**config.mk**
```make
export PLATFORM = sky130hd
export DESIGN_NAME = im2_int_ctrl_flat
export DESIGN_NICKNAME = d
export VERILOG_FILES = /design/src/rtl/im2_int_ctrl_if.sv /design/src/rtl/im2_int_ctrl.sv /design/src/flat_wrapper.sv
export SDC_FILE = /design/constraint.sdc
export NUM_CORES = 1
export LEC_CHECK = 0
export BUFFER_PORTS_ARGS = -buffer_cell sky130_fd_sc_hd__buf_2
export CORE_MARGIN = 4
export CORE_UTILIZATION = 25
export CTS_CLUSTER_SIZE = 24
export DETAILED_ROUTE_END_ITERATION = 10
export SLEW_MARGIN = 20
export SYNTH_ARGS = -nofsm -noshare
export SYNTH_HDL_FRONTEND = slang
export SYNTH_SLANG_ARGS = --single-unit
```
**constraint.sdc**
```tcl
create_clock -name clk28 -period 1.6 [get_ports clk28]
set_clock_uncertainty 0.05 [all_clocks]
set_input_delay 0.32 -clock clk28 [delete_from_list [all_inputs] [get_ports clk28]]
set_output_delay 0.32 -clock clk28 [all_outputs]
set_load 0.005 [all_outputs]
```
**src/rtl/im2_int_ctrl_if.sv**
```systemverilog
`default_nettype none
// ============================================================================
// Module   : im2_int_ctrl_if
// Purpose  : CPU-side bus bundle between a Z80-style CPU and the IM2
//            interrupt controller.
// Signals  : bus_m1/bus_iorq/bus_mreq/bus_rd - CPU strobes, active-high
//            bus_d   [7:0]  - CPU data bus (read side, opcode snooping)
//            n_int          - INT request to the CPU, active-low
//            d_out   [7:0]  - vector driven to the CPU
//            d_oe           - d_out valid, selects d_out on the bus mux
// Modports : master = CPU side, slave = interrupt controller side
// Revision : 1.0 - initial release
// ============================================================================
interface im2_int_ctrl_if;
  logic       bus_m1;
  logic       bus_iorq;
  logic       bus_mreq;
  logic       bus_rd;
  logic [7:0] bus_d;
  logic       n_int;
  logic [7:0] d_out;
  logic       d_oe;

  modport master (
    output bus_m1, bus_iorq, bus_mreq, bus_rd, bus_d,
    input  n_int, d_out, d_oe
  );

  modport slave (
    input  bus_m1, bus_iorq, bus_mreq, bus_rd, bus_d,
    output n_int, d_out, d_oe
  );
endinterface
`default_nettype wire

```
**src/rtl/im2_int_ctrl.sv**
```systemverilog
`default_nettype none
// ============================================================================
// Module   : im2_int_ctrl
// Purpose  : Z80 interrupt-mode-2 controller. Latches per-source request
//            pulses, raises INT toward the CPU synchronised to the CPU clock,
//            supplies the IM2 vector during interrupt acknowledge and pulses
//            ack on the serviced source.
// Ports    : clk28      - sole clock, rising edge
//            rst_n      - synchronous active-low reset
//            clkcpu_ck  - one-clk28 pulse per CPU clock rising edge
//            irq        - per-source request pulses (index 0 = top priority)
//            irq_mask   - 1 = source enabled
//            vec_base   - vector base, bits [7:4] used
//            ack        - one-clk28 pulse on the acknowledged source
//            cpu        - CPU bus bundle (slave modport)
// Config   : IM2_RETI_TRACK_EN - when defined, adds the in-service register
//            and RETI (ED 4D) decoder so that only strictly higher-priority
//            sources may interrupt a running handler.
// Revision : 1.0 - initial release
// ============================================================================
module im2_int_ctrl #(
  parameter int NSRC = 4
) (
  input  wire logic            clk28,
  input  wire logic            rst_n,
  input  wire logic            clkcpu_ck,
  input  wire logic [NSRC-1:0] irq,
  input  wire logic [NSRC-1:0] irq_mask,
  input  wire logic [7:0]      vec_base,
  output logic      [NSRC-1:0] ack,
  im2_int_ctrl_if.slave        cpu
);

  typedef enum logic [1:0] {
    IDLE = 2'd0,
    REQ  = 2'd1,
    ACK  = 2'd2
  } state_t;

  state_t          state_q, state_d;
  logic [NSRC-1:0] pending_q, pending_d;
  logic [NSRC-1:0] ack_q, ack_d;
  logic [2:0]      sel_q, sel_d;

  logic            intack_w;
  logic [NSRC-1:0] eligible_w;
  logic            cand_vld_w;
  logic [2:0]      cand_idx_w;

  assign intack_w = cpu.bus_m1 && cpu.bus_iorq;

`ifdef IM2_RETI_TRACK_EN
  logic [NSRC-1:0] in_service_q, in_service_d;
  logic            fetch_q;
  logic            ed_q, ed_d;
  logic            fetch_w;
  logic            fetch_fall_w;
  logic            reti_w;

  assign fetch_w      = cpu.bus_m1 && cpu.bus_mreq && cpu.bus_rd;
  // The opcode is taken on the edge where the fetch strobe drops.
  assign fetch_fall_w = fetch_q && !fetch_w;
  assign reti_w       = fetch_fall_w && ed_q && (cpu.bus_d == 8'h4D);

  // Any fetched opcode other than ED clears the prefix flag, so only an
  // ED immediately followed by 4D is recognised as RETI.
  always_comb begin
    ed_d = ed_q;
    if (fetch_fall_w) begin
      ed_d = (cpu.bus_d == 8'hED);
    end
  end

  // RETI retires the highest-priority handler; a new acknowledge marks its
  // source as in service.
  always_comb begin
    logic done;
    in_service_d = in_service_q;
    done         = 1'b0;
    if (reti_w) begin
      for (int i = 0; i < NSRC; i++) begin
        if (!done && in_service_q[i]) begin
          in_service_d[i] = 1'b0;
          done            = 1'b1;
        end
      end
    end
    in_service_d = in_service_d | ack_d;
  end

  always_ff @(posedge clk28) begin
    if (!rst_n) begin
      in_service_q <= '0;
      fetch_q      <= 1'b0;
      ed_q         <= 1'b0;
    end else begin
      in_service_q <= in_service_d;
      fetch_q      <= fetch_w;
      ed_q         <= ed_d;
    end
  end

  // A source is blocked when it, or anything above it, is in service.
  always_comb begin
    logic blk;
    eligible_w = pending_q & irq_mask;
    blk        = 1'b0;
    for (int i = 0; i < NSRC; i++) begin
      blk = blk | in_service_q[i];
      if (blk) begin
        eligible_w[i] = 1'b0;
      end
    end
  end

  logic unused_w;
  assign unused_w = ^vec_base[3:0];
`else
  always_comb begin
    eligible_w = pending_q & irq_mask;
  end

  // Opcode snooping is only needed for RETI tracking.
  logic unused_w;
  assign unused_w = ^{cpu.bus_mreq, cpu.bus_rd, cpu.bus_d, vec_base[3:0]};
`endif

  // Fixed priority encoder: scanning downward leaves the lowest index.
  always_comb begin
    cand_vld_w = 1'b0;
    cand_idx_w = 3'd0;
    for (int i = NSRC - 1; i >= 0; i--) begin
      if (eligible_w[i]) begin
        cand_vld_w = 1'b1;
        cand_idx_w = 3'(i);
      end
    end
  end

  always_comb begin
    state_d = state_q;
    sel_d   = sel_q;
    ack_d   = '0;
    case (state_q)
      IDLE: begin
        if (clkcpu_ck && cand_vld_w) begin
          state_d = REQ;
        end
      end
      REQ: begin
        if (intack_w) begin
          if (cand_vld_w) begin
            // Target is fixed only now, so a later higher-priority request
            // arriving during REQ still wins.
            state_d = ACK;
            sel_d   = cand_idx_w;
            for (int i = 0; i < NSRC; i++) begin
              if (cand_idx_w == 3'(i)) begin
                ack_d[i] = 1'b1;
              end
            end
          end else begin
            state_d = IDLE;
          end
        end else if (clkcpu_ck && !cand_vld_w) begin
          state_d = IDLE;
        end
      end
      ACK: begin
        if (!intack_w) begin
          state_d = IDLE;
        end
      end
      default: state_d = IDLE;
    endcase
  end

  // A new pulse on the acknowledged source in the same cycle re-arms it.
  assign pending_d = (pending_q & ~ack_d) | irq;

  always_ff @(posedge clk28) begin
    if (!rst_n) begin
      state_q   <= IDLE;
      pending_q <= '0;
      ack_q     <= '0;
      sel_q     <= 3'd0;
    end else begin
      state_q   <= state_d;
      pending_q <= pending_d;
      ack_q     <= ack_d;
      sel_q     <= sel_d;
    end
  end

  assign ack       = ack_q;
  assign cpu.n_int = (state_q != REQ);
  assign cpu.d_out = (state_q == ACK) ? {vec_base[7:4], sel_q, 1'b0} : 8'h00;
  assign cpu.d_oe  = (state_q == ACK) && intack_w;

endmodule
`default_nettype wire

```
**src/flat_wrapper.sv**
```systemverilog
// flat-port wrapper written by rule: the top's interface ports become plain ports
module im2_int_ctrl_flat 
#(
  parameter int NSRC = 4
)
  (clk28, rst_n, clkcpu_ck, irq, irq_mask, vec_base, ack, cpu_bus_m1, cpu_bus_iorq, cpu_bus_mreq, cpu_bus_rd, cpu_bus_d, cpu_n_int, cpu_d_out, cpu_d_oe);
  im2_int_ctrl_if cpu_i ();
  input  wire logic clk28;
  input  wire logic rst_n;
  input  wire logic clkcpu_ck;
  input  wire logic [NSRC-1:0] irq;
  input  wire logic [NSRC-1:0] irq_mask;
  input  wire logic [7:0] vec_base;
  output logic      [NSRC-1:0] ack;
  input wire logic [$bits(cpu_i.bus_m1)-1:0] cpu_bus_m1;
  input wire logic [$bits(cpu_i.bus_iorq)-1:0] cpu_bus_iorq;
  input wire logic [$bits(cpu_i.bus_mreq)-1:0] cpu_bus_mreq;
  input wire logic [$bits(cpu_i.bus_rd)-1:0] cpu_bus_rd;
  input wire logic [$bits(cpu_i.bus_d)-1:0] cpu_bus_d;
  output wire logic [$bits(cpu_i.n_int)-1:0] cpu_n_int;
  output wire logic [$bits(cpu_i.d_out)-1:0] cpu_d_out;
  output wire logic [$bits(cpu_i.d_oe)-1:0] cpu_d_oe;
  assign cpu_i.bus_m1 = cpu_bus_m1;
  assign cpu_i.bus_iorq = cpu_bus_iorq;
  assign cpu_i.bus_mreq = cpu_bus_mreq;
  assign cpu_i.bus_rd = cpu_bus_rd;
  assign cpu_i.bus_d = cpu_bus_d;
  assign cpu_n_int = cpu_i.n_int;
  assign cpu_d_out = cpu_i.d_out;
  assign cpu_d_oe = cpu_i.d_oe;
  im2_int_ctrl #(.NSRC(NSRC)) u_core (.clk28(clk28), .rst_n(rst_n), .clkcpu_ck(clkcpu_ck), .irq(irq), .irq_mask(irq_mask), .vec_base(vec_base), .ack(ack), .cpu(cpu_i));
endmodule
```
Word level (Yosys, flattened, before mapping)
Index checks and enable logic that the tools add are counted.
{"block": "op_classes", "eq_ne": 9, "mux": 22, "bitwise_logic": 4, "n_reduce_logical": 9}
{"op": "$mux W2", "count": 9}
{"op": "$mux W4", "count": 3}
{"op": "$and A4 B4 Y4", "count": 2}
{"op": "$mux W1", "count": 8}
{"op": "$mux W8", "count": 1}
{"op": "$eq A2 B2 Y1 const B", "count": 3}
{"op": "$pmux W2 S3", "count": 1}
{"op": "$reduce_and A3 Y1", "count": 2}
{"op": "$eq A2 B1 Y1 const B", "count": 2}
{"op": "$logic_and A1 B1 Y1", "count": 4}
{"op": "$ne A2 B1 Y1 const B", "count": 2}
{"op": "$not A4 Y4", "count": 1}
{"op": "$or A4 B4 Y4", "count": 1}
{"op": "$logic_not A3 Y1", "count": 1}
{"op": "$ne A3 B1 Y1 const B", "count": 1}
{"op": "$logic_not A2 Y1", "count": 1}
{"op": "$ne A2 B2 Y1 const B", "count": 1}
{"op": "$logic_not A1 Y1", "count": 1}
{"block": "word_totals", "register_bits": 13, "inputBits": 31, "word_cells": 48}

Longest topological paths before layout
Gate-level depths: netlist of run 1.
{"block": "depth", "word_depth": 13, "mapped_depth": 5, "mapped_depth_nobuf": 4}

Worst setup path after synthesis of run 1
OpenSTA, ideal clock, no wires.
{"block": "synth_timing", "kind": "reg2reg", "start": "register u_core.pending_q[0]", "end": "register u_core.sel_q[0]", "setup_time_ns": 0.072, "t_arrival_ns": 1.085, "required_ns": 1.478, "setup_slack_ns": 0.394, "path_stages_with_launch": 5, "n_path_buf": 0, "synth_period_minus_slack_ns": 1.206, "cell_sequence": "dfxtp_1 > a222oi_1 > nand2_1 > nand2_1 > mux2i_1"}
{"block": "synth_via", "elab_chain_cells": 3}
{"item": "start, declared", "line": "im2_int_ctrl.sv:41", "text": "logic [NSRC-1:0] pending_q, pending_d;"}
{"item": "start signal, assigned", "line": "im2_int_ctrl.sv:189", "text": "pending_q <= pending_d;"}
{"item": "$and A4 B4 Y4 (*)", "line": "im2_int_ctrl.sv:120", "text": "eligible_w = pending_q & irq_mask;"}
{"item": "$mux W1", "line": "im2_int_ctrl.sv:133", "text": "if (eligible_w[i]) begin"}
{"item": "$reduce_and A3 Y1 (no line)"}
{"item": "end signal, assigned", "line": "im2_int_ctrl.sv:191", "text": "sel_q <= sel_d;"}
{"item": "end, declared", "line": "im2_int_ctrl.sv:43", "text": "logic [2:0] sel_q, sel_d;"}
Every way passes the cells marked *; elsewhere a longest branch is shown, timed or not.
A chain may end at the register's enable or synchronous reset.

Final worst setup path of run 1
{"block": "layout_timing", "start": "register u_core.state_q[1]", "end": "output cpu_d_oe"}
{"block": "layout_via", "elab_chain_cells": 2}
{"item": "start, declared", "line": "im2_int_ctrl.sv:40", "text": "state_t state_q, state_d;"}
{"item": "start signal, assigned", "line": "im2_int_ctrl.sv:188", "text": "state_q <= state_d;"}
{"item": "$eq A2 B2 Y1", "line": "im2_int_ctrl.sv:198", "text": "assign cpu.d_oe = (state_q == ACK) && intack_w;"}
{"item": "$logic_and A1 B1 Y1", "line": "im2_int_ctrl.sv:198"}
{"item": "end, declared", "line": "flat_wrapper.sv:22", "text": "output wire logic [$bits(cpu_i.d_oe)-1:0] cpu_d_oe;"}
Every way passes these cells.

==> metrics, run 1 <==
status=finished clean; Ant. Diodes=0; CP endpoint kind=output port; Critical Path RT=1230 ps; DP HPWL=1.12 mm; Netlist cell types=23; Tot Pwr=637 uW; TritonCTS Sinks=12; Vias/cell=4.50; fin crit period=1500 ps; P&R area growth vs syn=35.3%; number of synthesized flops with an enable pin=0; worst skew pair latency=270 ps; final hold violations=0; sequential element share of the synthesized area=43.0%; routed len/inst=11.1 um; Worst VDD drop=0.516 mV; core footprint=2040 sq um; vias in the first global route=520; DRC viols=0; fraction of registers with async set/reset=0%; clk slew on worst S/H paths=70 ps; die width=55.3 um; R2R setup slack=210 ps; share of layout cells above drive strength 1=33.0%; Setup crit start kind=flip-flop; first-pass GRT wire length=2.25 mm; IO Count=45; fin util=37.1%; leading area contributor after synthesis=dfxtp_1; gr usage total=9.51%; gr ovfl total=0; Hold-fix buffers, CTS=0; Pwr per Cell Area=841 nW/um^2; Die Y=55.3 um; Initial Utilization=27.4%; synth cell count leaders=dfxtp_1, nand2_1, nand3_1; syn avg cell area=7.88 sq um; Final nets=132; die area=3060 sq um; Routed Antenna Nets=0; synthesized cell area=559 sq um; FMAX=0.665 GHz; via count=572; 1st-pass router iterations=4; Yosys reg bits=12; drt initial violations=12; Final Max Tran Viols=0; largest net degree at the start of global routing=11; Hold Path Class=primary input to flip-flop; Max-Cap Viols=0; Yosys top cell area share=43.0%; crit-path max FO=8; CTS H-Tree Depth=1; Buffers on Ports=28; root buffer cell=clkbuf_4; final setup violation count=0; setup TNS=0 ps; Num CTS Buffers=3; CP Class=flip-flop to output port; routed wire length=1.41 mm; count leader, synth=dfxtp_1; Placement Rows=16; crit path DAT=1130 ps; TritonCTS clock tree=done; Pleak=0.000362 uW; ys flop type=dfxtp_1; post-synthesis cell count=71; Placer Congestion=0.718; top post-synthesis cells by area=dfxtp_1, nand3_1, and2_1; period utilization=94.0%; clock buffer depth=2; yosys warns=0; initial antenna violation count=0
==> metal layers <==
| metal | GRT usage (%) | vias up | wire length [um] |
|---|---|---|---|
| li1 | - | 299 | - |
| met1 | 10.0 | 253 | 572 |
| met2 | 14.9 | 18 | 701 |
| met3 | 4.90 | 2 | 103 |
| met4 | 5.90 | 0 | 27 |
| met5 | 0 | - | 0 |
==> worst max-delay path, cell delays in order (launching register included) <==
cell     delay [ps]
dfxtp_1         350
inv_1            90
nor2_4          150
and3_1          170
buf_2           100
==> report_power, final <==
| part | total [uW] | switching [uW] | internal, uW |
|---|---|---|---|
| Combinational | 80.5 | 43.7 | 36.7 |
| Clock | 236 | 97.6 | 138 |
| Sequential | 320 | 10.9 | 310 |
| Total | 637 | 152 | 485 |
==> path summary, 6_finish.rpt <==
path	startpoint	end	cells past startpoint
max reg2reg	u_core.pending_q[0]$_SDFF_PN0_	u_core.sel_q[0]$_SDFFE_PN0P_	4
min reg2reg	u_core.sel_q[0]$_SDFFE_PN0P_	u_core.sel_q[0]$_SDFFE_PN0P_	2
min	clkcpu_ck	u_core.state_q[0]$_SDFFE_PN0P_	2
max	u_core.state_q[1]$_SDFFE_PN0P_	cpu_d_oe	4
==> cell type report <==
cell class	count	area [sq um]
Clock buffer	4	36.3
Tap cell	27	33.8
Fill cell	229	1280
Multi-Input combinational cell	53	295
Timing Repair Buffer	28	140
Sequential cell	12	240
Inverter	3	11.3
==> cells by family (layout without fill, tap and decap cells) <==
| family | Yosys count | count (layout) | share of synthesized area [%] |
|---|---|---|---|
| buffers and inverters | 7 | 35 | 6.26 |
| DFF | 12 | 12 | 43.0 |
| muxes | 1 | 1 | 1.79 |
| and+or+nand+nor | 38 | 38 | 34.5 |
| AOI/OAI and AO/OA | 12 | 12 | 13.9 |
| other | 1 | 2 | 0.670 |
==> cell usage in the layout (no fill, tap or decap) <==
master / instances
a21oi_1: 6
a222oi_1: 1
a22oi_1: 1
a31oi_1: 1
a32o_1: 1
and2_1: 6
and3_1: 1
and4b_1: 1
buf_2: 28
clkbuf_4: 3
clkbuf_8: 1
conb_1: 2
dfxtp_1: 12
inv_1: 3
mux2i_1: 1
nand2_1: 9
nand3_1: 8
nand4_1: 1
nor2_1: 5
nor2_4: 1
nor2b_1: 5
nor3_1: 1
o2111ai_1: 1
o21ai_0: 1
==> timing repair <==
| action | 4_1_cts | 5_1_grt |
|---|---|---|
| gates resized for setup | 1 | 1 |
| gates cloned | 0 | 0 |
| setup buffers | 0 | 0 |
| setup endpoints to repair | 7 | 7 |
| pin swaps | 0 | 1 |
==> per-stage QoR <==
stage               hold slack, ps  std cells  instance area, sq um  setup WS [ps]
global route                   201        127                   757          -7.35
global placement               401        123                   713            142
finish                         202        127                   757           96.3
CTS                            194        127                   752           2.38
floorplan                      370         72                   563            394
detailed placement             409        123                   713            126
==> flip-flops by register name, summed over array words and instances, names as in the netlist <==
signal            count
u_core.ack            4
u_core.pending_q      4
u_core.sel_q          2
u_core.state_q        2
Power figures use the tool's default switching activity.
==> inputs of run 2 (changes only) <==
--- a/config.mk
+++ b/config.mk
@@ -6,7 +6,7 @@
 export NUM_CORES = 1
 export LEC_CHECK = 0
 export BUFFER_PORTS_ARGS = -buffer_cell sky130_fd_sc_hd__buf_2
-export CORE_MARGIN = 4
+export CORE_MARGIN = 2
 export CORE_UTILIZATION = 25
 export CTS_CLUSTER_SIZE = 24
 export DETAILED_ROUTE_END_ITERATION = 10
==> run 2 against run 1 <==
  * Global-route usage increased by 1.9 points
  * Design area increased by 1.3%
  * Hold slack got worse by 4.7 ps
  * Sequential cell count unchanged
  * Sequential share of layout area decreased by 0.25 points
  * Final cell count increased by 1.6%
  * Non-clock buffer count increased by 1
  * Clock-buffer cell count unchanged
  * Register-to-register slack improved by 60 ps
  * Combinational power increased by 2.9%
  * First-iteration DRC count decreased by 17%
  * Routed wire length decreased by 6.3%
==> metrics, run 2 (same netlist as run 1, synthesis figures left out) <==
drt initial violations=10 (-2); root buffer cell=clkbuf_4; P&R area growth vs syn=37.1%; clock buffer depth=2 (unchanged); Initial Utilization=25.8% (-1.6 points); final hold violations=0 (unchanged); cell count of the worst hold path=2 (unchanged); 1st-pass router iterations=4 (unchanged); period utilization=96.6% (+2.6 points); TritonCTS Sinks=12 (unchanged); crit path DAT=1180 ps (+50 ps); Slowest-stage cell, CP=dfxtp_1; DP HPWL=1.03 mm (-8.2%); CP Class=flip-flop to output port; R2R setup slack=270 ps (+60 ps); Setup crit start kind=flip-flop; first-pass GRT wire length=2.18 mm (-3.1%); Routed Antenna Nets=0 (unchanged); setup TNS=0 ps (unchanged); CTS H-Tree Depth=1 (unchanged); routed len/inst=10.2 um (-7.8%); worst r2r src=u_core.pending_q[0]$_SDFF_PN0_; Critical Path RT=1230 ps (about the same); Critical path buffers and inverters=2 (unchanged); RR Endpoint=u_core.sel_q[0]$_SDFFE_PN0P_; initial antenna violation count=0 (unchanged); Worst VDD drop=0.281 mV (-46%); Vias/cell=4.40 (-2.4%); Critical path origin=u_core.state_q[0]$_SDFFE_PN0P_; Placement Rows=17 (+1); vias in the first global route=534 (+2.7%); CP top delay family=flip-flops; Placer Congestion=0.724 (+0.77%); end of the worst hold path=u_core.state_q[0]$_SDFFE_PN0P_; IO Count=45 (unchanged); RSZ-0062 raised after global routing=no; Final nets=133 (+0.76%); routed wire length=1.32 mm (-6.3%); crit-path max FO=5 (-3); FMAX=0.647 GHz (-2.7%); Final Max Tran Viols=0 (unchanged); Die Y=51.3 um (-7.2%); Post-CTS Setup Inserts=0 (unchanged); critical path, cell by cell=nor2b_1 -> inv_1 -> buf_2; worst skew pair latency=280 ps (about the same); Hold-fix buffers, CTS=0 (unchanged); cells on worst reg2reg path=5 (+1); TritonCTS clock tree=done; clk slew on worst S/H paths=80 ps (about the same); die width=51.3 um (-7.2%); DRC viols=0 (unchanged); via count=567 (-0.87%); gr ovfl total=0 (unchanged); share of layout cells above drive strength 1=34.7% (+1.7 points); fillcell total=230 (+0.44%); fin util=35.4% (-1.7 points); Pwr per Cell Area=849 nW/um^2 (+0.93%); die area=2630 sq um (-14%); CP peak stage delay=430 ps (+80 ps); fin crit period=1550 ps (+41.8 ps); core footprint=2170 sq um (+6.2%); status=finished clean; final setup violation count=0 (unchanged); Ant. Diodes=0 (unchanged); Num CTS Buffers=3 (unchanged); most frequent cells in the layout=buf_2, dfxtp_1, nand2_1, nand3_1; Hold Path Class=primary input to flip-flop; gr usage total=11.5% (+1.9 points); Buffers on Ports=28 (unchanged); most common cell after layout, fill and taps aside=buf_2; Pleak=0.000367 uW (+1.4%); Max-Cap Viols=0 (unchanged); hold path start=clkcpu_ck; CP endpoint kind=output port; largest net degree at the start of global routing=11 (unchanged)
## run 2: changes by cell type in the layout (fill, tap and decap cells not counted)
| cell | before | now |
|---|---|---|
| buf_4 | 0 | 1 |
| dfxtp_1 | 12 | 11 |
| dfxtp_2 | 0 | 1 |
## run 2: stage by stage
stage | area, sq um | std cells | setup slack (ps) | total power (uW) | hold slack, ps
floorplan | 563 | 72 | 394 | 371 | 370
global placement | 722 | 125 | 205 | 407 | 402
detailed placement | 722 | 125 | 194 | 409 | 409
CTS | 761 | 129 | 11.1 | 653 | 197
global route | 767 | 129 | 3.94 | 677 | 200
finish | 767 | 129 | 54.5 | 651 | 198
## run 2: worst max-delay path by stage
| stage | to | slack [ps] | cells after the start |
|---|---|---|---|
| after floorplan | u_core.sel_q[0]$_SDFFE_PN0P_ | 390 | 4 |
| after global placement | u_core.sel_q[0]$_SDFFE_PN0P_ | 210 | 6 |
| after detailed placement | u_core.pending_q[3]$_SDFF_PN0_ | 190 | 6 |
| after CTS | cpu_d_oe | 10 | 4 |
| after global routing | cpu_n_int | 4 | 3 |
| final | cpu_n_int | 50 | 3 |
## run 2: layer usage
layer / wire length (um) / global-route usage (%)
met5: 0 / 0
met4: 27 / 11.4
met3: 42 / 2.05
met2: 701 / 18.8
met1: 545 / 12.0
## run 2: repair_timing
action | CTS | global route
gates resized for setup | 1 | 2
setup endpoints to repair | 7 | 7
pin swaps | 0 | 1
## run 2: final cells by class
type	count	area, sq um	share of cell area (%)
sequential	12	241	31.5
tap	28	35.0	4.57
clock buffer	4	36.3	4.73
multi-input combinational	53	295	38.5
inverter	3	11.3	1.47
timing repair buffer	29	148	19.2
## run 2: power breakdown
part	internal (uW)	switching [uW]	total, uW	leakage [uW]
registers	310	11.4	321	0.0000988
clock network	138	109	247	0.0000210
logic	39.9	43.0	82.8	0.000247
